$ cat src/rtl/edge_pkg.sv
// Shared constants and helpers for the edge detector bank.
package edge_pkg;

  // Per-channel edge mode encoding.
  localparam logic [1:0] MODE_OFF  = 2'b00;
  localparam logic [1:0] MODE_RISE = 2'b01;
  localparam logic [1:0] MODE_FALL = 2'b10;
  localparam logic [1:0] MODE_BOTH = 2'b11;

  // Width of a counter that must hold 0 .. filter_cycles.
  function automatic int unsigned cnt_width(input int unsigned filter_cycles);
    return $clog2(filter_cycles + 1);
  endfunction

  // True when a filtered transition to new_level should produce a pulse in this mode.
  function automatic logic edge_hit(input logic [1:0] mode, input logic new_level);
    logic hit;
    hit = 1'b0;
    if (new_level) begin
      hit = (mode == MODE_RISE) || (mode == MODE_BOTH);
    end else begin
      hit = (mode == MODE_FALL) || (mode == MODE_BOTH);
    end
    return hit;
  endfunction

endpackage

$ cat src/rtl/edge_detect_bank_if.sv
// Pin-side and event-side signals of the edge detector bank.
interface edge_detect_bank_if #(
  parameter int unsigned CHANNELS = 4
);

  logic [CHANNELS-1:0]   sig_in;
  logic [2*CHANNELS-1:0] mode;
  logic [CHANNELS-1:0]   evt_clr;
  logic [CHANNELS-1:0]   level_out;
  logic [CHANNELS-1:0]   pulse_out;
  logic [CHANNELS-1:0]   evt_flag;
  logic                  any_evt;

  // Controller side: drives pins, mode and clears; observes events.
  modport master (
    output sig_in,
    output mode,
    output evt_clr,
    input  level_out,
    input  pulse_out,
    input  evt_flag,
    input  any_evt
  );

  // Detector side.
  modport slave (
    input  sig_in,
    input  mode,
    input  evt_clr,
    output level_out,
    output pulse_out,
    output evt_flag,
    output any_evt
  );

endinterface

$ cat src/rtl/edge_chan.sv
// One detector channel: synchroniser, glitch filter, edge pulse and sticky flag.
module edge_chan
  import edge_pkg::*;
#(
  parameter int unsigned SYNC_STAGES   = 2,
  parameter int unsigned FILTER_CYCLES = 1,
  parameter logic        INIT_LEVEL    = 1'b0
) (
  input  logic       clk,
  input  logic       rst,
  input  logic       sig_in,
  input  logic [1:0] mode,
  input  logic       evt_clr,
  output logic       level_out,
  output logic       pulse_out,
  output logic       evt_flag
);

  localparam int unsigned    CNT_W   = cnt_width(FILTER_CYCLES);
  localparam logic [CNT_W-1:0] CntLast = CNT_W'(FILTER_CYCLES - 1);

  if (SYNC_STAGES < 2) begin : g_bad_sync
    $error("SYNC_STAGES must be at least 2");
  end
  if (FILTER_CYCLES < 1) begin : g_bad_filter
    $error("FILTER_CYCLES must be at least 1");
  end

  logic [SYNC_STAGES-1:0] sync_q;
  logic                   synced;
  logic                   filt_q, filt_d;
  logic [CNT_W-1:0]       cnt_q, cnt_d;
  logic                   pulse_q, pulse_d;
  logic                   flag_q, flag_d;

  // Synchroniser shift chain; the oldest stage feeds the filter.
  always_ff @(posedge clk or negedge rst) begin
    if (!rst) begin
      sync_q <= {SYNC_STAGES{INIT_LEVEL}};
    end else begin
      sync_q <= {sync_q[SYNC_STAGES-2:0], sig_in};
    end
  end

  assign synced = sync_q[SYNC_STAGES-1];

  // Filter accepts a new level only after it has persisted for FILTER_CYCLES samples.
  always_comb begin
    filt_d  = filt_q;
    cnt_d   = '0;
    pulse_d = 1'b0;
    if (synced != filt_q) begin
      if (cnt_q == CntLast) begin
        filt_d  = synced;
        pulse_d = edge_hit(mode, synced);
      end else begin
        cnt_d = cnt_q + CNT_W'(1);
      end
    end
    // A new pulse wins over a same-cycle clear.
    flag_d = (flag_q & ~evt_clr) | pulse_d;
  end

  // Filter, pulse and flag state.
  always_ff @(posedge clk or negedge rst) begin
    if (!rst) begin
      filt_q  <= INIT_LEVEL;
      cnt_q   <= '0;
      pulse_q <= 1'b0;
      flag_q  <= 1'b0;
    end else begin
      filt_q  <= filt_d;
      cnt_q   <= cnt_d;
      pulse_q <= pulse_d;
      flag_q  <= flag_d;
    end
  end

  assign level_out = filt_q;
  assign pulse_out = pulse_q;
  assign evt_flag  = flag_q;

endmodule

$ cat src/rtl/edge_detect_bank.sv
// Bank of independent edge detector channels with a combined event indication.
module edge_detect_bank
  import edge_pkg::*;
#(
  parameter int unsigned CHANNELS      = 4,
  parameter int unsigned SYNC_STAGES   = 2,
  parameter int unsigned FILTER_CYCLES = 1,
  parameter logic        INIT_LEVEL    = 1'b0
) (
  input logic               clk,
  input logic               rst,
  edge_detect_bank_if.slave bus
);

  if (CHANNELS < 1) begin : g_bad_channels
    $error("CHANNELS must be at least 1");
  end

  logic [CHANNELS-1:0] level_w;
  logic [CHANNELS-1:0] pulse_w;
  logic [CHANNELS-1:0] flag_w;

  for (genvar i = 0; i < CHANNELS; i++) begin : g_chan
    edge_chan #(
      .SYNC_STAGES  (SYNC_STAGES),
      .FILTER_CYCLES(FILTER_CYCLES),
      .INIT_LEVEL   (INIT_LEVEL)
    ) u_chan (
      .clk      (clk),
      .rst      (rst),
      .sig_in   (bus.sig_in[i]),
      .mode     (bus.mode[2*i +: 2]),
      .evt_clr  (bus.evt_clr[i]),
      .level_out(level_w[i]),
      .pulse_out(pulse_w[i]),
      .evt_flag (flag_w[i])
    );
  end

  assign bus.level_out = level_w;
  assign bus.pulse_out = pulse_w;
  assign bus.evt_flag  = flag_w;
  // Flags are registered, so this summary is glitch-free.
  assign bus.any_evt   = |flag_w;

endmodule

$ cat src/flat_wrapper.sv
// flat-port wrapper written by rule: the top's interface ports become plain ports
module edge_detect_bank_flat import edge_pkg::*;
#(
  parameter int unsigned CHANNELS      = 4,
  parameter int unsigned SYNC_STAGES   = 2,
  parameter int unsigned FILTER_CYCLES = 1,
  parameter logic        INIT_LEVEL    = 1'b0
)
  (clk, rst, bus_sig_in, bus_mode, bus_evt_clr, bus_level_out, bus_pulse_out, bus_evt_flag, bus_any_evt);
  edge_detect_bank_if #(.CHANNELS(CHANNELS)) bus_i ();
  input logic clk;
  input logic rst;
  input wire logic [$bits(bus_i.sig_in)-1:0] bus_sig_in;
  input wire logic [$bits(bus_i.mode)-1:0] bus_mode;
  input wire logic [$bits(bus_i.evt_clr)-1:0] bus_evt_clr;
  output wire logic [$bits(bus_i.level_out)-1:0] bus_level_out;
  output wire logic [$bits(bus_i.pulse_out)-1:0] bus_pulse_out;
  output wire logic [$bits(bus_i.evt_flag)-1:0] bus_evt_flag;
  output wire logic [$bits(bus_i.any_evt)-1:0] bus_any_evt;
  assign bus_i.sig_in = bus_sig_in;
  assign bus_i.mode = bus_mode;
  assign bus_i.evt_clr = bus_evt_clr;
  assign bus_level_out = bus_i.level_out;
  assign bus_pulse_out = bus_i.pulse_out;
  assign bus_evt_flag = bus_i.evt_flag;
  assign bus_any_evt = bus_i.any_evt;
  edge_detect_bank #(.CHANNELS(CHANNELS), .SYNC_STAGES(SYNC_STAGES), .FILTER_CYCLES(FILTER_CYCLES), .INIT_LEVEL(INIT_LEVEL)) u_core (.clk(clk), .rst(rst), .bus(bus_i));
endmodule
$ cat config.mk
export PLATFORM = sky130hd
export DESIGN_NAME = edge_detect_bank_flat
export DESIGN_NICKNAME = d
export VERILOG_FILES = /design/src/rtl/edge_pkg.sv /design/src/rtl/edge_detect_bank_if.sv /design/src/rtl/edge_chan.sv /design/src/rtl/edge_detect_bank.sv /design/src/flat_wrapper.sv
export SDC_FILE = /design/constraint.sdc
export NUM_CORES = 1
export LEC_CHECK = 0
export BUFFER_PORTS_ARGS = -buffer_cell sky130_fd_sc_hd__buf_4
export CAP_MARGIN = 20
export CELL_PAD_IN_SITES_DETAIL_PLACEMENT = 1
export CELL_PAD_IN_SITES_GLOBAL_PLACEMENT = 2
export CORE_MARGIN = 8
export CORE_UTILIZATION = 27
export CTS_BUF_LIST = sky130_fd_sc_hd__clkbuf_16
export CTS_CLUSTER_DIAMETER = 120
export CTS_CLUSTER_SIZE = 16
export DETAILED_ROUTE_END_ITERATION = 10
export MAX_ROUTING_LAYER = met4
export PLACE_DENSITY_LB_ADDON = 0.1
export SLEW_MARGIN = 40
export SYNTH_ARGS = -nofsm -noshare
export SYNTH_HDL_FRONTEND = slang
export SYNTH_SLANG_ARGS = --single-unit
$ cat constraint.sdc
create_clock -name clk -period 1 [get_ports clk]
set_input_delay 0 -clock clk [delete_from_list [all_inputs] [get_ports clk]]
set_output_delay 0 -clock clk [all_outputs]
set_load 0.1 [all_outputs]
==> summary.txt <==
Status
  • Outcome: finished, violations left
  • Violated checks: negative setup slack

Global routing
  • Initial antenna violation count: 0
  • GRT overflow: 0
  • Tot GR Track Use: 0.0671
  • Vias in the first global route: 535
  • Largest net degree at the start of global routing: 21
  • First-pass GRT wire length: 2260 µm

Min path
  • HP Class: in2reg

Logic synthesis
  • Top post-synthesis cells by area: dfrtp_1, buf_4, nand3b_1
  • Biggest area consumer among synthesized cells: dfrtp_1
  • Post-synth top area share: 0.685
  • Synth Instances: 57
  • #FFs+latches synth: 20
  • Seq/Total Area, Yosys: 0.685
  • Adder-Cell Fraction of Synth Area: 0
  • Synth Area in Compound Gates: 0.0565
  • Syn_area_per_cell: 12.8 µm²
  • Distinct cell type count after synthesis: 11
  • Syn. warnings: 0
  • Mapped Area: 731 µm²
  • Post-synth net total: 75
  • Largest family of logic cells by synthesized area: buffers and inverters
  • Synth Area in Simple Gates: 0.0993
  • Fraction of synthesized area in multiplexers: 0
  • Post-synthesis xor/xnor area fraction: 0

Timing
  • Fin crit share: 1.34
  • Worst hold margin: 0.0231 ns
  • Worst slew pin tran: 0.282 ns
  • Fmax: 746 MHz
  • Tmin final: 1.34 ns
  • Clk_skew: 0.00192 ns
  • Setup ws final: -0.341 ns
  • Slew Limit Fails: 0
  • Endpoints failing setup: 1
  • RSZ-0062 raised after global routing: true
  • Final Hold Fails: 0
  • Max-slew headroom: 0.813

Floorplanning
  • Chip width: 68.0 µm
  • Die Y: 68.0 µm
  • Initial Util: 0.274
  • Die Footprint: 4630 µm²
  • Core area: 2660 µm²
  • I/O pin count: 31
  • FP Rows: 19

Layout
  • Area growth syn-to-layout: 51.4%
  • Commonest non-fill, non-tap cell in the layout: buf_4
  • FILL cells: 296
  • NumNets Final: 106
  • Layout cells sized above 1: 0.437
  • Final core utilization: 0.415
  • Area taken by multi-input logic gates: 118 µm²
  • Most frequent cells in the layout: buf_4, dfrtp_1, dlygate4sd3_1, nand3b_1, nand2_1
  • Register Area: 500 µm²
  • Ant. Diodes: 0

Setup path
  • CP Launch Type: register
  • Crit path from: u_core.g_chan[1].u_chan.evt_flag$_DFF_PN0_
  • Max FO, Critical Path: 2
  • Setup CP Type: reg2out
  • CP required: 1.00 ns
  • CP endpoint: bus_any_evt
  • Setup crit end kind: output port
  • Reg2reg path depth: 3
  • Worst reg2reg startpoint: u_core.g_chan[0].u_chan.evt_flag$_DFF_PN0_
  • WP data arrival: 1.34 ns
  • Worst r2r dst: u_core.g_chan[0].u_chan.evt_flag$_DFF_PN0_
  • Reg2Reg Setup Slack: 0.16 ns

Drt
  • First-pass DRT Iterations: 2
  • Mean number of vias per cell: 4.19
  • DR iter-0 viols: 4
  • Routed len/inst: 12.1 µm
  • Post-route ant nets: 0
  • Vias: 495
  • DRC viols: 0
  • Final wirelength: 1430 µm

Clock network
  • Clock root buffer master: clkbuf_16
  • Total CTS buffers: 3
  • Clk sinks: 20
  • Max Root-Sink Buffers: 2
  • TritonCTS clock tree: built
  • Clock Pin Slew Worst Setup and Hold Paths: 0.05 ns
  • H-tree levels: 1
  • Clock latency on the worst-skew pair: 0.24 ns

Placed design
  • Routability cong.: 0.653
  • HPWL Detailed: 1120 µm
  • IO Port Bufs: 30

Pwr
  • Pwr dens: 2040 nW/µm²
  • P_leak: 0.541 nW
  • Worst ir drop on vdd: 1.14 mV

Job
  • Max-Cap Viols: 0
## worst max-delay path: stages (launching register included)
cell and delay, ns:
dfrtp_1 0.37, or4_4 0.54, buf_12 0.18
## Yosys cell counts, drive strengths merged
| master | count |
|---|---|
| nand3 | 1 |
| buf | 12 |
| dfrtp | 20 |
| nand2 | 4 |
| clkbuf | 4 |
| o221ai | 3 |
| inv | 3 |
| nand3b | 5 |
| or2b | 1 |
| o21ai | 3 |
| or4 | 1 |
## sequential cells by signal, summed over array words and instances (netlist names)
name,cells
u_core.g_chan.u_chan.pulse_out,4
u_core.g_chan.u_chan.sync_q,8
u_core.g_chan.u_chan.level_out,4
u_core.g_chan.u_chan.evt_flag,4
## worst min-delay path by stage
stage,startpoint,to,slack [ns],depth (start not counted)
finish,bus_mode[7],u_core.g_chan[3].u_chan.pulse_out$_DFF_PN0_,0.02,3
global route,bus_mode[3],u_core.g_chan[1].u_chan.pulse_out$_DFF_PN0_,0.03,3
CTS,bus_mode[3],u_core.g_chan[1].u_chan.pulse_out$_DFF_PN0_,0.03,3
detailed placement,rst,u_core.g_chan[3].u_chan.sync_q[0]$_DFF_PN0_,-0.11,1
global placement,rst,u_core.g_chan[3].u_chan.sync_q[1]$_DFF_PN0_,-0.11,1
floorplan,rst,u_core.g_chan[0].u_chan.evt_flag$_DFF_PN0_,-0.30,0
## area by class of cell
| cell class | count | area share |
|---|---|---|
| well taps | 31 | 0.0351 |
| repair buffers | 42 | 0.325 |
| clock inverters | 1 | 0.00339 |
| inverters | 3 | 0.0102 |
| flip-flops and latches | 20 | 0.452 |
| clock buffers | 3 | 0.0679 |
| multi-input cells | 18 | 0.106 |
## routing by layer
metal,global-route usage,part of all wire,vias up
met5,-,0,-
met4,0.0384,0.015,0
met3,0.0229,0.11,2
met2,0.109,0.49,18
met1,0.0694,0.39,240
li1,-,-,235
## cells by family (layout without fill, tap and decap cells)
group                  after synthesis  after routing
AOI/OAI and AO/OA                    6              6
buffers and inverters               19             49
DFF                                 20             20
and+or+nand+nor                     12             12
## report_power, final
group | leakage (nW) | switching [mW] | internal, mW | total, mW
Sequential | 0.241 | 0.0272 | 0.864 | 0.891
Clock | 0.0385 | 0.259 | 0.531 | 0.790
Combinational | 0.262 | 0.390 | 0.182 | 0.572
## stage by stage
stage	setup slack (ns)	power [mW]	cell area, µm²	setup TNS (ns)	std cells
after floorplan	-0.0709	1.32	734	-0.0709	57
after global placement	-0.119	1.43	923	-0.119	106
after detailed placement	-0.124	1.44	923	-0.124	106
after CTS	-0.354	2.28	1090	-0.354	118
after global routing	-0.370	2.35	1110	-0.370	118
final	-0.341	2.25	1110	-0.341	118
## what timing repair did
item                                    4_1_cts  5_1_grt
pin swaps                                     0        1
hold buffers                                  8        0
gates resized for setup                       3        3
hold endpoints to repair                     27        0
setup buffers                                 0        0
gates cloned                                  0        0
endpoints found under the setup margin        2        3
(Power assumes the default switching activity.)
